==> src/rtl/mem_arb_pkg.sv <==
// Shared types for the fetch / load-store memory arbiter.
package mem_arb_pkg;

  typedef enum logic [1:0] {IDLE, ISSUE, WAIT, ACK} state_t;

  typedef enum logic {SRC_IF, SRC_D} src_t;

  localparam int LAT_W = 3;

endpackage

==> src/rtl/mem_arbiter.sv <==
// Arbitrates the single-port main memory between instruction fetch and the
// execute-stage load/store port, one access at a time with a one-cycle ack.
module mem_arbiter
  import mem_arb_pkg::*;
#(
  parameter int AW      = 16,
  parameter int DW      = 16,
  parameter int MEM_LAT = 1
) (
  input  logic          clk,
  input  logic          reset,
  input  logic          if_req,
  input  logic [AW-1:0] if_adr,
  output logic          if_ack,
  output logic [DW-1:0] if_rdata,
  output logic          if_stall,
  input  logic          d_req,
  input  logic          d_we,
  input  logic [AW-1:0] d_adr,
  input  logic [DW-1:0] d_wdat,
  output logic          d_ack,
  output logic [DW-1:0] d_rdata,
  output logic          d_stall,
  output logic          mem_en,
  output logic          mem_we,
  output logic [AW-1:0] mem_adr,
  output logic [DW-1:0] mem_wdat,
  input  logic [DW-1:0] mem_rdata
);

  state_t             state, state_nx;
  src_t               src;
  logic               last_data;
  logic [LAT_W-1:0]   lat_cnt;
  logic               grant;
  logic               grant_d;

  // Under contention data wins unless it had the previous grant.
  always_comb begin
    state_nx = state;
    grant    = 1'b0;
    grant_d  = 1'b0;
    case (state)
      IDLE: begin
        if (d_req && (!if_req || !last_data)) begin
          grant    = 1'b1;
          grant_d  = 1'b1;
          state_nx = ISSUE;
        end else if (if_req) begin
          grant    = 1'b1;
          state_nx = ISSUE;
        end
      end
      ISSUE:   state_nx = mem_we ? ACK : WAIT;
      WAIT:    if (lat_cnt == '0) state_nx = ACK;
      ACK:     state_nx = IDLE;
      default: state_nx = IDLE;
    endcase
  end

  assign mem_en   = (state == ISSUE);
  assign if_ack   = (state == ACK) && (src == SRC_IF);
  assign d_ack    = (state == ACK) && (src == SRC_D);
  assign if_stall = if_req & ~if_ack;
  assign d_stall  = d_req & ~d_ack;

  always_ff @(posedge clk) begin
    if (reset) begin
      state     <= IDLE;
      src       <= SRC_IF;
      last_data <= 1'b0;
      lat_cnt   <= '0;
      mem_we    <= 1'b0;
      mem_adr   <= '0;
      mem_wdat  <= '0;
      if_rdata  <= '0;
      d_rdata   <= '0;
    end else begin
      state <= state_nx;
      if (grant) begin
        src      <= grant_d ? SRC_D : SRC_IF;
        mem_we   <= grant_d & d_we;
        mem_adr  <= grant_d ? d_adr : if_adr;
        mem_wdat <= grant_d ? d_wdat : '0;
      end
      if (state == ISSUE && !mem_we) begin
        lat_cnt <= LAT_W'(MEM_LAT - 1);
      end else if (state == WAIT && lat_cnt != '0) begin
        lat_cnt <= lat_cnt - LAT_W'(1);
      end
      // Read data is captured on the last WAIT cycle so it is stable during ACK.
      if (state == WAIT && lat_cnt == '0) begin
        if (src == SRC_D) d_rdata  <= mem_rdata;
        else              if_rdata <= mem_rdata;
      end
      if (state == ACK) last_data <= (src == SRC_D);
    end
  end

endmodule

==> config.mk <==
export PLATFORM = sky130hd
export DESIGN_NAME = mem_arbiter
export DESIGN_NICKNAME = d
export VERILOG_FILES = /design/src/rtl/mem_arb_pkg.sv /design/src/rtl/mem_arbiter.sv
export SDC_FILE = /design/constraint.sdc
export NUM_CORES = 1
export LEC_CHECK = 0
export ABC_AREA = 1
export CORE_MARGIN = 4
export CORE_UTILIZATION = 36
export DETAILED_ROUTE_END_ITERATION = 8
export GPL_ROUTABILITY_DRIVEN = 0
export HOLD_SLACK_MARGIN = 0.06
export PLACE_DENSITY = 0.78
export SLEW_MARGIN = 15
export SYNTH_ARGS = -nofsm -noshare
export SYNTH_HDL_FRONTEND = slang
export SYNTH_SLANG_ARGS = --single-unit
==> constraint.sdc <==
create_clock -name clk -period 1.6 [get_ports clk]
set_clock_uncertainty 0.05 [all_clocks]
set_input_delay 0.32 -clock clk [delete_from_list [all_inputs] [get_ports clk]]
set_output_delay 0.32 -clock clk [all_outputs]
set_load 0.02 [all_outputs]
==> results.cfg <==
[outcome]
status = completed

[synth]
synth_area_leader_cell = dfxtp_1
ys_seq_elements = 72
ys.flop_type = dfxtp_1
ys_top_cells_by_area = dfxtp_1, nand2_1, nor2_1, a21oi_1, nand3_1
synth.distinct_cells = 27
synth_edf_count = 0
synthCells = 445
synth_top_area_share = 0.4602
synthArstFlopShare = 0
yosysWarnings = 0
avgSynthCellArea_sq_um = 7.038
synth-seq-area-share = 0.4602
synth_nets = 520
synth_area_sq_um = 3132

[place]
io_buffers = 138
dp_hpwl_um = 6870
dpl-instance-area_sq_um = 4721

[setup_path]
cp-start-kind = flop
critical_path_arrival_ns = 1.20
crit_type = flop to primary output
cp-end-kind = primary output
cp.required_ns = 1.23
critPathMaxFanout = 3

[sta]
report.final.slew_viol_count = 0
fmax_ghz = 0.6362
worst_pin_slew_ns = 0.3467
slew_headroom = 0.7664
setup_viol = 0
tns_ns = 0
finalHoldViolCount = 0
fin_crit_ns = 1.572
rsz0062_at_grt = true
hold-worst-slack_ns = 0.4122
period_share = 0.9825

[global_route]
grt_first_pass_wirelength_um = 14440
grt_overflow = 0
grt_start_max_net_pins = 35
grt_antenna_before_repair = 0
grt_pass1_vias = 3204
grt_use_total = 0.1738

[routing]
drt_iter0_drc = 107
drcViolationCount = 0
routed_via_density = 4.694
ant_nets = 0
vias = 3314
first_pass_iters = 4
routed_wl_um = 9256
drt-wirelength-per-cell_um = 13.11

[die]
die_w_um = 101.3
start_util = 0.3755
rows = 33
die_y_um = 101.3
die_area_sq_um = 10260
core_area_sq_um = 8341
ios = 139

[cells_and_area]
drive_gt1_frac = 0.1115
final_core_util = 0.5923
multiInputGateArea_sq_um = 1470
regArea_sq_um = 1444
antenna_cells = 0
area_delta_synth_final_pct = 57.73
nFillCells = 771
final_cell_area_sq_um = 4940
final_nets = 671

[clocking]
clk_pin_slew_ns = 0.08
clock-sinks = 72
numCtsBuffers = 9
htree_levels = 3
clock_path_buffers = 2
ctsHoldBuffers = 0
insertion_delay_ns = 0.34
tritoncts = done
clock-root-buffer = clkbuf_8

[pwr]
p_per_area_nw_per_um2 = 1539
peakVddDrop_v = 0.0008054
p_leak_nw = 2.367

[hold_path]
holdCritPathClass = flop to flop

[flow_run]
cap_violations = 0
layout by cell type, fill, tap and decap left out, drive strengths merged, types with 19 or more instances in the layout:
cell type      Yosys  layout
nand2            110     110
dlygate4sd2        0      65
dfxtp             72      72
inv               44      45
a21oi             39      39
nor2              87      87
o21ai             19      19
clkdlybuf4s50      0      68
buf               19      28
nand3             37      38
metrics by stage:
step | instances | setup slack [ns] | total power, mW
3_5_place_dp | 686 | -0.3592 | 6.398
4_1_cts | 702 | -0.006986 | 7.452
6_report | 706 | 0.02807 | 7.601
5_1_grt | 706 | -0.02268 | 8.165
3_3_place_gp | 686 | -0.3064 | 6.292
2_1_floorplan | 445 | 0.09612 | 4.744
Yosys cell counts (4+ instances only):
cell type    n
a21oi_1     39
o21ai_0     14
buf_4        4
inv_1       42
clkbuf_1     4
nand3_1     35
nand2_1    107
nor2_1      86
o21ai_1      4
buf_2       12
ha_1         6
dfxtp_1     72
final cells by class:
type                    count  area share
clock buffers              10     0.02584
clock inverters             6    0.008865
inverters                  46     0.03622
multi-input cells         305      0.2976
flip-flops and latches     72      0.2923
well taps                 105     0.02660
repair buffers            162      0.3126
power by group:
part	total, mW	switching, mW	internal [mW]
combinational	3.80	2.21	1.59
clock	1.27	0.706	0.568
sequential	2.53	0.260	2.27
cells by family after synthesis:
group | synth area share
compound gates | 0.09389
xor+xnor | 0.002797
fa+ha+maj | 0.02397
buf+inv | 0.09748
flops | 0.4602
simple gates | 0.3216
critical path, cell delays in order, from the launching register on:
cell	delay, ns
dfxtp_2	0.36
ha_4	0.17
inv_4	0.04
nor2_4	0.12
nor2_2	0.06
buf_6	0.12
worst paths after layout:
| kind | from | end | slack (ns) | depth (start not counted) |
|---|---|---|---|---|
| worst max-delay path | state[0] | if_stall | 0.03 | 5 |
| worst min-delay path | mem_wdat[5] | mem_wdat[5] | 0.41 | 2 |
| worst max register to register | state[0] | mem_adr[7] | 0.09 | 9 |
| worst min register to register | mem_wdat[5] | mem_wdat[5] | 0.41 | 2 |
sequential cells by signal (all words and copies together), names as in the netlist:
register   cells
d_rdata       16
if_rdata      16
mem_adr       16
mem_wdat      16
lat_cnt        3
state          2
last_data      1
mem_we         1
src            1
repair_timing:
| item | CTS | global route |
|---|---|---|
| cloned | 0 | 2 |
| resized for setup | 99 | 17 |
| buffers inserted | 0 | 2 |
| setup endpoints to repair | 88 | 56 |
| pin swaps | 1 | 5 |
per-layer routing:
metal | GRT usage | up-vias | wire, um
li1 | - | 1684 | -
met1 | 0.1916 | 1502 | 3637
met3 | 0.05441 | 18 | 767
met2 | 0.3104 | 110 | 4677
met5 | 0 | - | 0
met4 | 0.06748 | 0 | 174
No activity file was read; power rests on OpenSTA's default activity.
